<file path="src/rtl/muldiv_pkg.sv">
// Shared types, decode constants and op-classification helpers for the
// RV32M multiply/divide sequencer.
package muldiv_pkg;

  typedef enum logic [1:0] {
    IDLE,
    CALC,
    FIX,
    DONE
  } md_state_t;

  localparam logic [1:0] ALUOP_RTYPE   = 2'b10;
  localparam logic [6:0] MULDIV_FUNCT7 = 7'b0000001;

  localparam logic [2:0] F3_MUL    = 3'b000;
  localparam logic [2:0] F3_MULH   = 3'b001;
  localparam logic [2:0] F3_MULHSU = 3'b010;
  localparam logic [2:0] F3_MULHU  = 3'b011;
  localparam logic [2:0] F3_DIV    = 3'b100;
  localparam logic [2:0] F3_DIVU   = 3'b101;
  localparam logic [2:0] F3_REM    = 3'b110;
  localparam logic [2:0] F3_REMU   = 3'b111;

  // Upper half of the Funct3 space is the divide family
  function automatic logic is_div(input logic [2:0] f3);
    return f3[2];
  endfunction

  // REM/REMU return the remainder instead of the quotient
  function automatic logic is_rem(input logic [2:0] f3);
    return f3[2] & f3[1];
  endfunction

  function automatic logic is_signed_a(input logic [2:0] f3);
    return (f3 == F3_MULH) || (f3 == F3_MULHSU) ||
           (f3 == F3_DIV)  || (f3 == F3_REM);
  endfunction

  function automatic logic is_signed_b(input logic [2:0] f3);
    return (f3 == F3_MULH) || (f3 == F3_DIV) || (f3 == F3_REM);
  endfunction

endpackage

</file>
<file path="src/rtl/muldiv_iter_core.sv">
// Iterative datapath: one bit per step of unsigned shift-add multiply or
// restoring divide on operand magnitudes. {acc_hi, acc_lo} holds the
// product (multiply) or {remainder, quotient} (divide) after DATA_WIDTH steps.
module muldiv_iter_core
  import muldiv_pkg::*;
#(
  parameter int DATA_WIDTH = 32
) (
  input  logic                  clk,
  input  logic                  reset,
  input  logic                  start,
  input  logic                  div_mode,
  input  logic                  step,
  input  logic [DATA_WIDTH-1:0] op_a,
  input  logic [DATA_WIDTH-1:0] op_b,
  output logic [DATA_WIDTH-1:0] acc_hi,
  output logic [DATA_WIDTH-1:0] acc_lo
);

  logic [DATA_WIDTH-1:0] divisor;
  logic                  mode_div;
  logic [DATA_WIDTH:0]   add_sum;
  logic [DATA_WIDTH:0]   shifted;
  logic [DATA_WIDTH:0]   diff;
  logic                  fits;

  // Add/subtract candidates for the current step
  always_comb begin
    add_sum = {1'b0, acc_hi} + (acc_lo[0] ? {1'b0, divisor} : '0);
    shifted = {acc_hi, acc_lo[DATA_WIDTH-1]};
    diff    = shifted - {1'b0, divisor};
    fits    = (shifted >= {1'b0, divisor});
  end

  // Operand load on start, then one iteration per step
  always_ff @(posedge clk) begin
    if (reset) begin
      acc_hi   <= '0;
      acc_lo   <= '0;
      divisor  <= '0;
      mode_div <= 1'b0;
    end else if (start) begin
      acc_hi   <= '0;
      acc_lo   <= op_a;
      divisor  <= op_b;
      mode_div <= div_mode;
    end else if (step) begin
      if (mode_div) begin
        acc_hi <= fits ? diff[DATA_WIDTH-1:0] : shifted[DATA_WIDTH-1:0];
        acc_lo <= {acc_lo[DATA_WIDTH-2:0], fits};
      end else begin
        {acc_hi, acc_lo} <= {add_sum, acc_lo[DATA_WIDTH-1:1]};
      end
    end
  end

endmodule

</file>
<file path="src/rtl/muldiv_sequencer.sv">
// EX-stage controller for RV32M ops: decodes M-extension instructions,
// latches operand magnitudes and sign flags, sequences the iterative core,
// applies sign correction and stalls the pipeline until Result is ready.
module muldiv_sequencer
  import muldiv_pkg::*;
#(
  parameter int DATA_WIDTH = 32,
  parameter int CNT_W      = $clog2(DATA_WIDTH)
) (
  input  logic                  clk,
  input  logic                  reset,
  input  logic                  ex_valid,
  input  logic                  flush,
  input  logic [1:0]            ALUOp,
  input  logic [6:0]            Funct7,
  input  logic [2:0]            Funct3,
  input  logic [DATA_WIDTH-1:0] SrcA,
  input  logic [DATA_WIDTH-1:0] SrcB,
  output logic                  Stall,
  output logic                  Busy,
  output logic                  Done,
  output logic [DATA_WIDTH-1:0] Result
);

  localparam logic [DATA_WIDTH-1:0] MIN_NEG = {1'b1, {(DATA_WIDTH-1){1'b0}}};

  md_state_t             state;
  logic [CNT_W-1:0]      cnt;
  logic [2:0]            op;
  logic                  neg_lo;
  logic                  neg_hi;
  logic                  special_q;
  logic [DATA_WIDTH-1:0] special_val_q;

  logic                  is_md;
  logic                  accept;
  logic                  sa;
  logic                  sb;
  logic [DATA_WIDTH-1:0] mag_a;
  logic [DATA_WIDTH-1:0] mag_b;
  logic                  div_by_zero;
  logic                  div_ovf;
  logic                  special;
  logic [DATA_WIDTH-1:0] special_val;

  logic [DATA_WIDTH-1:0]   core_hi;
  logic [DATA_WIDTH-1:0]   core_lo;
  logic [2*DATA_WIDTH-1:0] prod;
  logic [2*DATA_WIDTH-1:0] prod_fix;
  logic [DATA_WIDTH-1:0]   quo_fix;
  logic [DATA_WIDTH-1:0]   rem_fix;
  logic [DATA_WIDTH-1:0]   fix_val;

  // Decode, operand magnitudes and special-case detection for the EX op
  always_comb begin
    is_md       = ex_valid && (ALUOp == ALUOP_RTYPE) && (Funct7 == MULDIV_FUNCT7);
    accept      = (state == IDLE) && is_md && !flush;
    sa          = is_signed_a(Funct3) & SrcA[DATA_WIDTH-1];
    sb          = is_signed_b(Funct3) & SrcB[DATA_WIDTH-1];
    mag_a       = sa ? ('0 - SrcA) : SrcA;
    mag_b       = sb ? ('0 - SrcB) : SrcB;
    div_by_zero = is_div(Funct3) && (SrcB == '0);
    div_ovf     = ((Funct3 == F3_DIV) || (Funct3 == F3_REM)) &&
                  (SrcA == MIN_NEG) && (SrcB == '1);
    special     = div_by_zero || div_ovf;
    special_val = '0;
    if (div_by_zero) begin
      special_val = is_rem(Funct3) ? SrcA : '1;
    end else if (div_ovf) begin
      special_val = is_rem(Funct3) ? '0 : MIN_NEG;
    end
  end

  // Sign correction and word selection applied in FIX
  always_comb begin
    prod     = {core_hi, core_lo};
    prod_fix = neg_lo ? ('0 - prod) : prod;
    quo_fix  = neg_lo ? ('0 - core_lo) : core_lo;
    rem_fix  = neg_hi ? ('0 - core_hi) : core_hi;
    case (op)
      F3_MUL:                        fix_val = prod_fix[DATA_WIDTH-1:0];
      F3_MULH, F3_MULHSU, F3_MULHU:  fix_val = prod_fix[2*DATA_WIDTH-1:DATA_WIDTH];
      F3_DIV, F3_DIVU:               fix_val = quo_fix;
      default:                       fix_val = rem_fix;
    endcase
  end

  // Pipeline handshake decoded from state and the live inputs
  always_comb begin
    Busy = (state != IDLE);
    Done = (state == DONE) && !flush;
    case (state)
      IDLE:      Stall = is_md;
      CALC, FIX: Stall = 1'b1;
      default:   Stall = 1'b0;
    endcase
  end

  muldiv_iter_core #(
    .DATA_WIDTH (DATA_WIDTH)
  ) u_core (
    .clk      (clk),
    .reset    (reset),
    .start    (accept),
    .div_mode (is_div(Funct3)),
    .step     (state == CALC),
    .op_a     (mag_a),
    .op_b     (mag_b),
    .acc_hi   (core_hi),
    .acc_lo   (core_lo)
  );

  // Control FSM; special cases pass through FIX with a precomputed value so
  // every Result load happens on the FIX edge and a flush there discards it.
  always_ff @(posedge clk) begin
    if (reset) begin
      state         <= IDLE;
      cnt           <= '0;
      op            <= '0;
      neg_lo        <= 1'b0;
      neg_hi        <= 1'b0;
      special_q     <= 1'b0;
      special_val_q <= '0;
      Result        <= '0;
    end else if (flush) begin
      state <= IDLE;
    end else begin
      case (state)
        IDLE: begin
          if (is_md) begin
            op            <= Funct3;
            neg_lo        <= sa ^ sb;
            neg_hi        <= sa;
            special_q     <= special;
            special_val_q <= special_val;
            if (special) begin
              state <= FIX;
            end else begin
              cnt   <= CNT_W'(DATA_WIDTH - 1);
              state <= CALC;
            end
          end
        end
        CALC: begin
          if (cnt == '0) begin
            state <= FIX;
          end else begin
            cnt <= cnt - 1'b1;
          end
        end
        FIX: begin
          Result <= special_q ? special_val_q : fix_val;
          state  <= DONE;
        end
        default: begin
          state <= IDLE;
        end
      endcase
    end
  end

endmodule

</file>
<file path="config.mk">
export PLATFORM = sky130hd
export DESIGN_NAME = muldiv_sequencer
export DESIGN_NICKNAME = d
export VERILOG_FILES = /design/src/rtl/muldiv_pkg.sv /design/src/rtl/muldiv_iter_core.sv /design/src/rtl/muldiv_sequencer.sv
export SDC_FILE = /design/constraint.sdc
export NUM_CORES = 1
export LEC_CHECK = 0
export CAP_MARGIN = 5
export CORE_MARGIN = 5
export CORE_UTILIZATION = 30
export CTS_CLUSTER_SIZE = 25
export DETAILED_ROUTE_END_ITERATION = 16
export GPL_TIMING_DRIVEN = 0
export PLACE_DENSITY = 0.57
export SETUP_SLACK_MARGIN = 0.02
export SLEW_MARGIN = 20
export SYNTH_ARGS = -nofsm -noshare
export SYNTH_HDL_FRONTEND = slang
export SYNTH_HIERARCHICAL = 1
export SYNTH_SLANG_ARGS = --single-unit
</file>
<file path="constraint.sdc">
create_clock -name clk -period 7.7 [get_ports clk]
set_clock_uncertainty 0.1 [all_clocks]
set_input_delay 1.54 -clock clk [delete_from_list [all_inputs] [get_ports clk]]
set_output_delay 1.54 -clock clk [all_outputs]
set_load 0.01 [all_outputs]
</file>
==> impl_metrics.env <==
export IMPL_p_per_area_nw_per_um2=105.3
export IMPL_synth_edf_count=0
export IMPL_dp_cells=3017
export IMPL_drtAntennaViolNets=0
export IMPL_critical_path_class="input pin to flop"
export IMPL_status="finished, final reports clean"
export IMPL_gp_congestion=0.9891
export IMPL_worst_slew_pin_slew_ps=1107
export IMPL_cp_max_fo=10
export IMPL_wl_per_cell_microns=25.15
export IMPL_layout_nets=2497
export IMPL_die_w_microns=243.0
export IMPL_drc=0
export IMPL_cts_hold_buf=0
export IMPL_drive_above_1_share=0.05272
export IMPL_syn_inst=2208
export IMPL_grtUsageTotal=0.2472
export IMPL_static_leakage_power_nw=6.758
export IMPL_period_needed_ps=5733
export IMPL_dr_pass1_iters=6
export IMPL_end_kind="flop"
export IMPL_ctsResizeCount=0
export IMPL_hpwlAfterDp_mm=61.84
export IMPL_synth_ff_type="dfxtp_1"
export IMPL_syn_nets=2365
export IMPL_antenna_found_initial=3
export IMPL_hold_viol_final=0
export IMPL_finalWirelength_mm=76.65
export IMPL_setup_viol=0
export IMPL_syn2layout_area_growth_pct=15.78
export IMPL_vias=18160
export IMPL_post_cts_repair_setup_buffers=0
export IMPL_fp_dieH_microns=243.0
export IMPL_rsz0062_at_grt="no"
export IMPL_holdWs_ps=358.0
export IMPL_synth_seq_cells=174
export IMPL_drtIter0Drc=1851
export IMPL_h_tree_depth=4
export IMPL_n_antenna_cell=0
export IMPL_clkLatencyLatePin_ps=460
export IMPL_initial_core_util=0.3026
export IMPL_grt_max_degree=17
export IMPL_num_rows=85
export IMPL_grt_pass1_vias=16840
export IMPL_finalPower_mw=1.985
export IMPL_cts_sinks=174
export IMPL_critPathArrivalTime_ps=5970
export IMPL_cts_buffer_depth=2
export IMPL_netlist_area_sq_um=16280
export IMPL_timing_final_crit_share=0.7445
export IMPL_syn_mean_instance_area_sq_um=7.374
export IMPL_seq_area_frac_synth=0.2139
export IMPL_cts_root_buffer="clkbuf_16"
export IMPL_grt_pass1_wl_mm=112.3
export IMPL_report_final_slew_viol_count=0
export IMPL_io_buffers=113
export IMPL_cts_tree="done"
export IMPL_async_reset_ff_frac=0
export IMPL_maxCapViolCount=0
export IMPL_synth_top_area_frac=0.2139
export IMPL_fill_cells=5769
export IMPL_yosysWarnings=6
export IMPL_grt_overflow=0
export IMPL_synthDistinctLibCells=103
export IMPL_final_util=0.3503
export IMPL_core_sq_um=53810
export IMPL_slew_headroom=0.2553
export IMPL_synth_area_top_cells="dfxtp_1 21%, a21oi_1 6.4%, ha_1 5.8%"
export IMPL_viasPerCell=5.957
export IMPL_maxClockFrequency_mhz=174.4
export IMPL_stdcell_count=3048
export IMPL_yosys_area_top_type="dfxtp_1"
export IMPL_ir_drop_uv=164.2
export IMPL_tns_ps=0
export IMPL_cp_data_required_time_ps=7940
export IMPL_startpoint_type="input pin"
export IMPL_cts_buffers=17
export IMPL_die_area_sq_um=59030
export IMPL_ios=115
export IMPL_clkTransAtPathRegs_ps=70
export IMPL_hold_path_class="flop to flop"
==> final cells by class <==
cell class              count  area (sq um)  area share
multi-input cells        1798         11760      0.6239
repair buffers            113          1131     0.06000
well taps                 696         870.8     0.04619
clock inverters            11         106.4    0.005641
plain buffers             153         729.5     0.03869
clock buffers              20         456.7     0.02423
flip-flops and latches    174          3483      0.1848
inverters                  83         311.5     0.01653
==> registers in the layout (all words and copies together), names as in the netlist <==
signal           flops
neg_hi               1
u_core/acc_lo       32
special_q            1
cnt                  5
u_core/acc_hi       32
state                2
op                   3
u_core/mode_div      1
neg_lo               1
special_val_q       32
Result              32
u_core/divisor      32
==> layer usage <==
layer,vias up,routed length (microns),share of wire,global-route usage
li1,8420,-,-,-
met4,0,3770,0.049,0.1056
met5,-,0,0,0
met3,143,6142,0.080,0.04499
met2,891,33930,0.44,0.3906
met1,8702,32810,0.43,0.3314
==> per-stage QoR <==
stage | worst slack [ps] | area [sq um]
2_1_floorplan | 3366 | 16280
3_3_place_gp | 1712 | 18280
3_5_place_dp | 1686 | 18290
4_1_cts | 2176 | 18850
5_1_grt | 1786 | 18850
6_report | 1967 | 18850
==> synthesized netlist by cell type (26+ instances only) <==
cell type and number:
o31ai_1 31, or3_1 27, xor2_1 65, dfxtp_1 174, inv_1 81, nor3_1 68, a21oi_1 208, mux2i_1 77
nor2_1 230, o21ai_0 128, xnor2_1 104, a211oi_1 65, or4_1 26, ha_1 75, nand3_1 30, nand4_1 29
clkbuf_1 101, and2_1 37, nor4_1 34, nand2_1 177, o211ai_1 51
==> final timing paths <==
check / to / startpoint / slack [ps] / cells past startpoint
hold / removal: special_val_q[3] / special_val_q[3] / 360 / 2
setup reg to reg: u_core/acc_hi[9] / state[0] / 3110 / 15
hold reg to reg: special_val_q[3] / special_val_q[3] / 360 / 2
setup / recovery: u_core/acc_hi[9] / ex_valid / 1970 / 15
==> layout by cell type, fill, tap and decap left out, drive strengths merged, types with 7 or more instances in the layout <==
cell,Yosys,routed
mux2i,77,77
and2,38,38
o41ai,14,14
a221oi,26,26
nand4,30,30
clkbuf,106,126
a2111oi,14,14
a21o,23,23
buf,45,45
or3,27,27
o211ai,53,53
a21oi,209,209
a311oi,7,7
nor2b,20,20
or2,13,13
ha,75,75
nand3,31,31
nor3b,10,10
nand2,178,178
o311ai,7,7
a211oi,65,65
o21ai,139,139
inv,82,86
nor4,36,36
o22ai,15,15
nand2b,10,10
or4,28,28
o21bai,9,9
clkdlybuf4s50,0,113
nor2,230,230
a31oi,17,17
nor3,71,71
xnor2,104,104
nand3b,17,17
dfxtp,174,174
o31ai,32,32
xor2,65,65
and3,16,16
o221ai,8,8
a221o,9,9
==> logic make-up after synthesis <==
group / count (synthesis) / synth area share
XOR/XNOR: 169 / 0.09091
AO/OA/AOI/OAI: 696 / 0.2819
buffers and inverters: 236 / 0.06394
AND/OR/NAND/NOR: 774 / 0.2385
flip-flops: 174 / 0.2139
adder cells (fa/ha/maj): 77 / 0.06009
multiplexers: 82 / 0.05080
==> worst max-delay path, stage by stage <==
cell	delay, ps
clkdlybuf4s50_1	450
nor4bb_1	260
nand4b_1	230
or3_1	350
clkbuf_1	250
inv_2	270
buf_1	470
clkbuf_1	490
or2_2	200
clkbuf_1	480
nor2_1	270
nand2_1	300
nor2_1	90
a221oi_2	240
nand2_1	70
==> report_power, final <==
part / total, mW / switching (mW) / internal (mW)
Sequential: 0.902 / 0.00185 / 0.900
Clock: 0.872 / 0.408 / 0.464
Combinational: 0.211 / 0.127 / 0.0835
(Power assumes the default switching activity.)
